`src/rtl/fll_cfg_pkg.sv`:
```
// Shared types and constants for the FLL configuration bridge.
package fll_cfg_pkg;

    typedef enum logic [1:0] {
        StIdle,
        StReq,
        StRel,
        StResp
    } state_e;

    // FLL macro register offsets (addr[3:2])
    localparam logic [1:0] FLL_STATUS = 2'd0;
    localparam logic [1:0] FLL_CFG1   = 2'd1;
    localparam logic [1:0] FLL_CFG2   = 2'd2;
    localparam logic [1:0] FLL_INTEG  = 2'd3;

    // Local status page offsets
    localparam logic [1:0] STAT_LOCK      = 2'd0;
    localparam logic [1:0] STAT_LOCK_LOST = 2'd1;

    // One extra channel code is reserved for the local status page.
    function automatic int unsigned ch_width(input int unsigned num_fll);
        return $clog2(num_fll + 1);
    endfunction

endpackage

```
`src/rtl/fll_cfg_sync.sv`:
```
// Multi-stage synchroniser for asynchronous FLL handshake and lock inputs.
module fll_cfg_sync #(
    parameter int unsigned STAGES = 2,
    parameter int unsigned WIDTH  = 1
) (
    input  logic             clk_i,
    input  logic             rst_i,
    input  logic [WIDTH-1:0] d_i,
    output logic [WIDTH-1:0] q_o
);

    logic [WIDTH-1:0] sync_q [STAGES];
    logic [WIDTH-1:0] sync_d [STAGES];

    always_comb begin
        sync_d[0] = d_i;
        for (int i = 1; i < STAGES; i++) begin
            sync_d[i] = sync_q[i-1];
        end
    end

    always_ff @(posedge clk_i) begin
        if (rst_i) begin
            sync_q <= '{default: '0};
        end else begin
            sync_q <= sync_d;
        end
    end

    assign q_o = sync_q[STAGES-1];

endmodule

```
`src/rtl/fll_cfg_bridge.sv`:
```
// Register-bus to multi-channel FLL config bridge: 4-phase CFGREQ/CFGACK per channel,
// ACK timeout and a local lock-status page.
module fll_cfg_bridge
    import fll_cfg_pkg::*;
#(
    parameter int unsigned NUM_FLL     = 2,
    parameter int unsigned DATA_W      = 32,
    parameter int unsigned ADDR_W      = 32,
    parameter int unsigned SYNC_STAGES = 2,
    parameter int unsigned TIMEOUT_CYC = 1024
) (
    input  logic                      clk_i,
    input  logic                      rst_i,
    input  logic                      reg_valid_i,
    input  logic                      reg_write_i,
    input  logic [ADDR_W-1:0]         reg_addr_i,
    input  logic [DATA_W-1:0]         reg_wdata_i,
    output logic                      reg_ready_o,
    output logic [DATA_W-1:0]         reg_rdata_o,
    output logic                      reg_error_o,
    output logic [NUM_FLL-1:0]        cfg_req_o,
    input  logic [NUM_FLL-1:0]        cfg_ack_i,
    output logic [1:0]                cfg_addr_o,
    output logic [DATA_W-1:0]         cfg_wdata_o,
    output logic                      cfg_wen_no,
    input  logic [NUM_FLL*DATA_W-1:0] cfg_rdata_i,
    input  logic [NUM_FLL-1:0]        lock_i
);

    localparam int unsigned     CH_W     = ch_width(NUM_FLL);
    localparam int unsigned     TMO_W    = $clog2(TIMEOUT_CYC);
    localparam logic [TMO_W-1:0] TMO_LAST = TMO_W'(TIMEOUT_CYC - 1);
    localparam logic [CH_W-1:0] LOCAL_CH = CH_W'(NUM_FLL);

    state_e              state_q, state_d;
    logic [CH_W-1:0]     ch_q, ch_d;
    logic                write_q, write_d;
    logic [TMO_W-1:0]    tmo_q, tmo_d;
    logic [DATA_W-1:0]   resp_data_q, resp_data_d;
    logic                resp_err_q, resp_err_d;
    logic                reg_ready_q, reg_ready_d;
    logic [DATA_W-1:0]   reg_rdata_q, reg_rdata_d;
    logic                reg_error_q, reg_error_d;
    logic [NUM_FLL-1:0]  cfg_req_q, cfg_req_d;
    logic [1:0]          cfg_addr_q, cfg_addr_d;
    logic [DATA_W-1:0]   cfg_wdata_q, cfg_wdata_d;
    logic                cfg_wen_q, cfg_wen_d;
    logic [NUM_FLL-1:0]  lock_lost_q, lock_lost_d;
    logic [NUM_FLL-1:0]  lock_prev_q;
    logic [NUM_FLL-1:0]  lock_clr;
    logic [NUM_FLL-1:0]  ack_sync, lock_sync;
    logic [CH_W-1:0]     req_ch;
    logic [1:0]          req_reg;
    logic                ack_sel;
    logic [DATA_W-1:0]   rdata_sel;
    logic                unused_addr;

    fll_cfg_sync #(.STAGES(SYNC_STAGES), .WIDTH(NUM_FLL)) u_ack_sync (
        .clk_i (clk_i),
        .rst_i (rst_i),
        .d_i   (cfg_ack_i),
        .q_o   (ack_sync)
    );

    fll_cfg_sync #(.STAGES(SYNC_STAGES), .WIDTH(NUM_FLL)) u_lock_sync (
        .clk_i (clk_i),
        .rst_i (rst_i),
        .d_i   (lock_i),
        .q_o   (lock_sync)
    );

    assign req_ch      = reg_addr_i[4 +: CH_W];
    assign req_reg     = reg_addr_i[3:2];
    assign unused_addr = ^{reg_addr_i[ADDR_W-1:4+CH_W], reg_addr_i[1:0]};

    // Channel muxes written as loops so ch_q may safely exceed the channel range.
    always_comb begin
        ack_sel   = 1'b0;
        rdata_sel = '0;
        for (int i = 0; i < NUM_FLL; i++) begin
            if (ch_q == CH_W'(i)) begin
                ack_sel   = ack_sync[i];
                rdata_sel = cfg_rdata_i[i*DATA_W +: DATA_W];
            end
        end
    end

    always_comb begin
        state_d     = state_q;
        ch_d        = ch_q;
        write_d     = write_q;
        tmo_d       = '0;
        resp_data_d = resp_data_q;
        resp_err_d  = resp_err_q;
        reg_ready_d = 1'b0;
        reg_rdata_d = '0;
        reg_error_d = 1'b0;
        cfg_req_d   = cfg_req_q;
        cfg_addr_d  = cfg_addr_q;
        cfg_wdata_d = cfg_wdata_q;
        cfg_wen_d   = cfg_wen_q;
        lock_clr    = '0;

        unique case (state_q)
            StIdle: begin
                if (reg_valid_i) begin
                    ch_d        = req_ch;
                    write_d     = reg_write_i;
                    resp_data_d = '0;
                    resp_err_d  = 1'b0;
                    if (req_ch < LOCAL_CH) begin
                        cfg_addr_d  = req_reg;
                        cfg_wdata_d = reg_wdata_i;
                        cfg_wen_d   = ~reg_write_i;
                        for (int i = 0; i < NUM_FLL; i++) begin
                            cfg_req_d[i] = (req_ch == CH_W'(i));
                        end
                        state_d = StReq;
                    end else if (req_ch == LOCAL_CH) begin
                        if (reg_write_i) begin
                            if (req_reg == STAT_LOCK_LOST) begin
                                lock_clr = reg_wdata_i[NUM_FLL-1:0];
                            end
                        end else begin
                            case (req_reg)
                                STAT_LOCK:      resp_data_d = DATA_W'(lock_sync);
                                STAT_LOCK_LOST: resp_data_d = DATA_W'(lock_lost_q);
                                default:        resp_data_d = '0;
                            endcase
                        end
                        state_d = StResp;
                    end else begin
                        resp_err_d = 1'b1;
                        state_d    = StResp;
                    end
                end
            end
            StReq: begin
                if (ack_sel) begin
                    if (!write_q) begin
                        resp_data_d = rdata_sel;
                    end
                    cfg_req_d = '0;
                    state_d   = StRel;
                end else if (tmo_q == TMO_LAST) begin
                    cfg_req_d  = '0;
                    resp_err_d = 1'b1;
                    state_d    = StResp;
                end else begin
                    tmo_d = tmo_q + 1'b1;
                end
            end
            StRel: begin
                if (!ack_sel) begin
                    state_d = StResp;
                end else if (tmo_q == TMO_LAST) begin
                    resp_data_d = '0;
                    resp_err_d  = 1'b1;
                    state_d     = StResp;
                end else begin
                    tmo_d = tmo_q + 1'b1;
                end
            end
            StResp: begin
                reg_ready_d = 1'b1;
                reg_rdata_d = resp_data_q;
                reg_error_d = resp_err_q;
                state_d     = StIdle;
            end
        endcase

        // A fresh lock drop wins over a simultaneous write-1-clear.
        lock_lost_d = (lock_lost_q & ~lock_clr) | (lock_prev_q & ~lock_sync);
    end

    always_ff @(posedge clk_i) begin
        if (rst_i) begin
            state_q     <= StIdle;
            ch_q        <= '0;
            write_q     <= 1'b0;
            tmo_q       <= '0;
            resp_data_q <= '0;
            resp_err_q  <= 1'b0;
            reg_ready_q <= 1'b0;
            reg_rdata_q <= '0;
            reg_error_q <= 1'b0;
            cfg_req_q   <= '0;
            cfg_addr_q  <= '0;
            cfg_wdata_q <= '0;
            cfg_wen_q   <= 1'b1;
            lock_lost_q <= '0;
            lock_prev_q <= '0;
        end else begin
            state_q     <= state_d;
            ch_q        <= ch_d;
            write_q     <= write_d;
            tmo_q       <= tmo_d;
            resp_data_q <= resp_data_d;
            resp_err_q  <= resp_err_d;
            reg_ready_q <= reg_ready_d;
            reg_rdata_q <= reg_rdata_d;
            reg_error_q <= reg_error_d;
            cfg_req_q   <= cfg_req_d;
            cfg_addr_q  <= cfg_addr_d;
            cfg_wdata_q <= cfg_wdata_d;
            cfg_wen_q   <= cfg_wen_d;
            lock_lost_q <= lock_lost_d;
            lock_prev_q <= lock_sync;
        end
    end

    assign reg_ready_o = reg_ready_q;
    assign reg_rdata_o = reg_rdata_q;
    assign reg_error_o = reg_error_q;
    assign cfg_req_o   = cfg_req_q;
    assign cfg_addr_o  = cfg_addr_q;
    assign cfg_wdata_o = cfg_wdata_q;
    assign cfg_wen_no  = cfg_wen_q;

endmodule
```
`config.mk`:
```
export PLATFORM = sky130hd
export DESIGN_NAME = fll_cfg_bridge
export DESIGN_NICKNAME = d
export VERILOG_FILES = /design/src/rtl/fll_cfg_pkg.sv /design/src/rtl/fll_cfg_sync.sv /design/src/rtl/fll_cfg_bridge.sv
export SDC_FILE = /design/constraint.sdc
export NUM_CORES = 1
export LEC_CHECK = 0
export ABC_AREA = 1
export BUFFER_PORTS_ARGS = -buffer_cell sky130_fd_sc_hd__buf_4
export CAP_MARGIN = 10
export CELL_PAD_IN_SITES_DETAIL_PLACEMENT = 0
export CELL_PAD_IN_SITES_GLOBAL_PLACEMENT = 2
export CORE_MARGIN = 2
export CORE_UTILIZATION = 24
export DETAILED_ROUTE_END_ITERATION = 16
export GPL_TIMING_DRIVEN = 0
export PLACE_DENSITY = 0.79
export SYNTH_ARGS = -nofsm -noshare
export SYNTH_HDL_FRONTEND = slang
export SYNTH_SLANG_ARGS = --single-unit
```
`constraint.sdc`:
```
create_clock -name clk_i -period 1.5 [get_ports clk_i]
set_input_delay 0.225 -clock clk_i [delete_from_list [all_inputs] [get_ports clk_i]]
set_output_delay 0.225 -clock clk_i [all_outputs]
set_load 0.03 [all_outputs]
```
==> results.txt <==
run status - finished, violations left
violated checks - setup timing
CTS root buf - sky130_fd_sc_hd__clkbuf_16
vias in the first global route - 5283
CTS sink count - 131
worst clock skew - 0.00941 ns
Inserted Clock Buffers - 17
Critical Path AT - 1.90 ns
DP Cell Count - 1268
clock tree from TritonCTS - yes
cell area reported after detailed placement - 0.00745 mm^2
endpoint with the worst hold slack - cfg_wdata_o[27]$_SDFFE_PP0P_
Antenna Diode Count - 0
Initial Utilization - 0.244
cell type with the highest aggregate area in the netlist - sky130_fd_sc_hd__dfxtp_1
# H-tree levels - 4
largest stage delay on the critical path - 0.35 ns
crit path cell chain - inv_2, ha_4, inv_4, nor2_4, a21oi_4, nand3_4, inv_8, clkbuf_16, nand3_1, nand2_1, nor2_1
final RePlAce weighted congestion - 0.731
number of nets in the layout - 1137
Critical R2R Launch - state_q[1]$_SDFFE_PP0N_
r2r endpoint - resp_data_q[17]$_SDFFE_PP0P_
number of enable flip-flop cells after synthesis - 0
global-route wire length before repair - 27400 um
asr flop ratio synth - 0
Clock transition at path regs - 0.06 ns
Min-Delay Path Class - in -> reg
overall routing resource usage - 0.141
Finished Cell Area - 0.00863 mm^2
maximum clock frequency - 0.619 GHz
routed via count - 5482
cell family with most CP delay - buffers and inverters
CP Class - reg -> reg
leftover overflow at the end of global routing - 0
Die Ht - 158 um
R2R setup slack - -0.11 ns
final non-filler cell total - 1328
area of the core region - 0.0233 mm^2
proportion of layout cells with a drive suffix above 1 - 0.359
Slew Limit Fails - 0
Pwr Density - 1340 mW/mm^2
min-delay src - reg_wdata_i[27]
detail-routed net length per standard cell - 13.3 um
most frequent cells in the layout - sky130_fd_sc_hd__buf_4, sky130_fd_sc_hd__nor2_1, sky130_fd_sc_hd__nand2_1
Slew headroom - 0.579
number of standard cells after synthesis - 771
Hold Path Cell Cnt - 3
actual transition at the worst max-transition pin - 0.632 ns
Setup Slack @ Placement - -0.497 ns
Final Setup Violations - 32
largest buffer count on any clock path - 2
minimum clock period after layout - 1.61 ns
ports placed on the boundary - 207
cell with the largest stage delay on the worst path - sky130_fd_sc_hd__dfxtp_2
initial antenna violation count - 0
number of synthesized register bits - 131
max capacitance violation total - 0
WL final - 17600 um
number of cells on the worst reg-to-reg path - 11
Final Hold Viols - 0
Worst VDD drop - 0.840 mV
number of iterations in the first detailed-routing pass - 5
Syn. warnings - 0
crit share post-route - 1.08
half-perimeter wire length of the detailed placement result - 12500 um
largest cells by area after synthesis - sky130_fd_sc_hd__dfxtp_1, sky130_fd_sc_hd__nor2_1, sky130_fd_sc_hd__nand2_1, sky130_fd_sc_hd__nand3_1, sky130_fd_sc_hd__o21bai_2
width of the die - 158 um
input/output buffers - 178
reported leakage power - 0.00404 uW
post-synthesis instance area - 0.00569 mm^2
full die area - 0.0249 mm^2
pin count of the biggest net entering global routing - 17
antenna violation net count after detailed routing - 0
Mean Syn Cell Area - 7.38 um^2
maximum net fanout on the critical path - 6
unrepaired setup endpoints after global routing - yes
First DRT Iteration DRCs - 260
most common cell after layout, fill and taps aside - sky130_fd_sc_hd__buf_4
sum of negative setup slack - -2.70 ns
latest clock arrival within the worst-skew pair - 0.42 ns
portion of the post-synthesis area used by sequential elements - 0.461
DRC violations left - 0
element type at the critical path start - flip-flop
via count normalized by instance count - 4.13
Buf+Inv Stages, Crit Path - 4
top_reg_cell synth - sky130_fd_sc_hd__dfxtp_1
number of distinct library cells after synthesis - 34
Synth-to-Final Area Change - 51.7%
Critical Path End Type - flip-flop
number of nets in the synthesized netlist - 912
area share of the leading cell type in the synthesized netlist - 0.461
total number of placement rows - 56
required time worst endpoint - 1.78 ns
worst path setup slack after routing - -0.115 ns
==> where the power goes <==
| group | switching [uW] | internal [uW] |
|---|---|---|
| clock | 1680 | 2130 |
| sequential | 171 | 3850 |
| combinational | 2030 | 1730 |
==> cell type report <==
class                      count  area [um^2]
clock buffer                  18          429
multi-input combinational    523         2780
timing repair buffer         207         1630
clock inverter                14          108
sequential                   131         2630
buffer                        44          365
fill                        2502        14700
tap                          319          399
inverter                      72          285
==> sequential cells by signal, summed over array words and instances, names as in the netlist, 2 cells and up <==
register / count
lock_lost_q: 2
state_q: 2
u_ack_sync.q_o: 2
u_ack_sync.sync_d: 2
cfg_addr_o: 2
u_lock_sync.sync_d: 2
cfg_wdata_o: 32
resp_data_q: 32
ch_q: 2
reg_rdata_o: 32
tmo_q: 10
u_lock_sync.q_o: 2
cfg_req_o: 2
lock_prev_q: 2
==> tightest hold or removal path, stage by stage <==
cell and delay, ns:
sky130_fd_sc_hd__buf_4 0.08, sky130_fd_sc_hd__nor2_1 0.03, sky130_fd_sc_hd__nor2_1 0.07
==> per-stage QoR <==
stage / hold WS, ns / utilization / total power (uW)
detailed placement: 0.394 / 0.319 / 7190
CTS: 0.000905 / 0.359 / 11500
finish: 0.0218 / 0.370 / 11600
floorplan: 0.309 / - / 6250
global placement: 0.391 / 0.319 / 7190
global route: 0.00901 / 0.370 / 12300
==> per-layer routing <==
| metal | part of all wire | GRT usage | vias to the layer above | wire [um] |
|---|---|---|---|---|
| met1 | 0.48 | 0.188 | 2459 | 8530 |
| met5 | 0 | 0 | - | 0 |
| met2 | 0.44 | 0.218 | 141 | 7670 |
| li1 | - | - | 2870 | - |
| met3 | 0.072 | 0.0471 | 12 | 1260 |
| met4 | 0.0080 | 0.0403 | 0 | 140 |
==> cells by family (layout without fill, tap and decap cells) <==
| kind of cell | Yosys count | in the layout | synth area share |
|---|---|---|---|
| AND/OR/NAND/NOR | 419 | 419 | 0.316 |
| flip-flops | 131 | 131 | 0.461 |
| buffers and inverters | 117 | 355 | 0.0862 |
| AO/OA/AOI/OAI | 95 | 95 | 0.120 |
| adder cells (fa/ha/maj) | 5 | 5 | 0.0110 |
| XOR/XNOR | 4 | 4 | 0.00616 |
==> cell usage after synthesis, types with 5 or more instances <==
cell type                    n
sky130_fd_sc_hd__ha_1        5
sky130_fd_sc_hd__buf_1       7
sky130_fd_sc_hd__a21oi_1    16
sky130_fd_sc_hd__dfxtp_1   131
sky130_fd_sc_hd__o21bai_2   30
sky130_fd_sc_hd__clkbuf_1   21
sky130_fd_sc_hd__nor2_1    162
sky130_fd_sc_hd__inv_1      67
sky130_fd_sc_hd__o21ai_0    41
sky130_fd_sc_hd__buf_2      11
sky130_fd_sc_hd__inv_2       5
sky130_fd_sc_hd__nand2_1   159
sky130_fd_sc_hd__nand3_1    78
==> worst max-delay path by stage <==
stage                                       start                      endpoint  cells after the start  slack [ns]
after CTS                 state_q[0]$_SDFFE_PP0N_  resp_data_q[11]$_SDFFE_PP0P_                     11       -0.15
after global placement    state_q[0]$_SDFFE_PP0N_  cfg_wdata_o[30]$_SDFFE_PP0P_                      8       -0.51
after detailed placement  state_q[0]$_SDFFE_PP0N_  cfg_wdata_o[30]$_SDFFE_PP0P_                      8       -0.50
after global routing      state_q[1]$_SDFFE_PP0N_  resp_data_q[22]$_SDFFE_PP0P_                     11       -0.20
final                     state_q[1]$_SDFFE_PP0N_  resp_data_q[17]$_SDFFE_PP0P_                     11       -0.11
after floorplan           state_q[1]$_SDFFE_PP0N_  resp_data_q[18]$_SDFFE_PP0P_                     10      -0.004
==> timing repair <==
item                                    CTS  global route
hold buffers                              5             0
hold endpoints to repair                  5             0
resized for setup                        73            52
cloned                                    4             2
setup buffers                            10             8
pin swaps                                 6            41
endpoints found under the setup margin  108            77
Note: power is estimated with default switching activity, not from simulation.
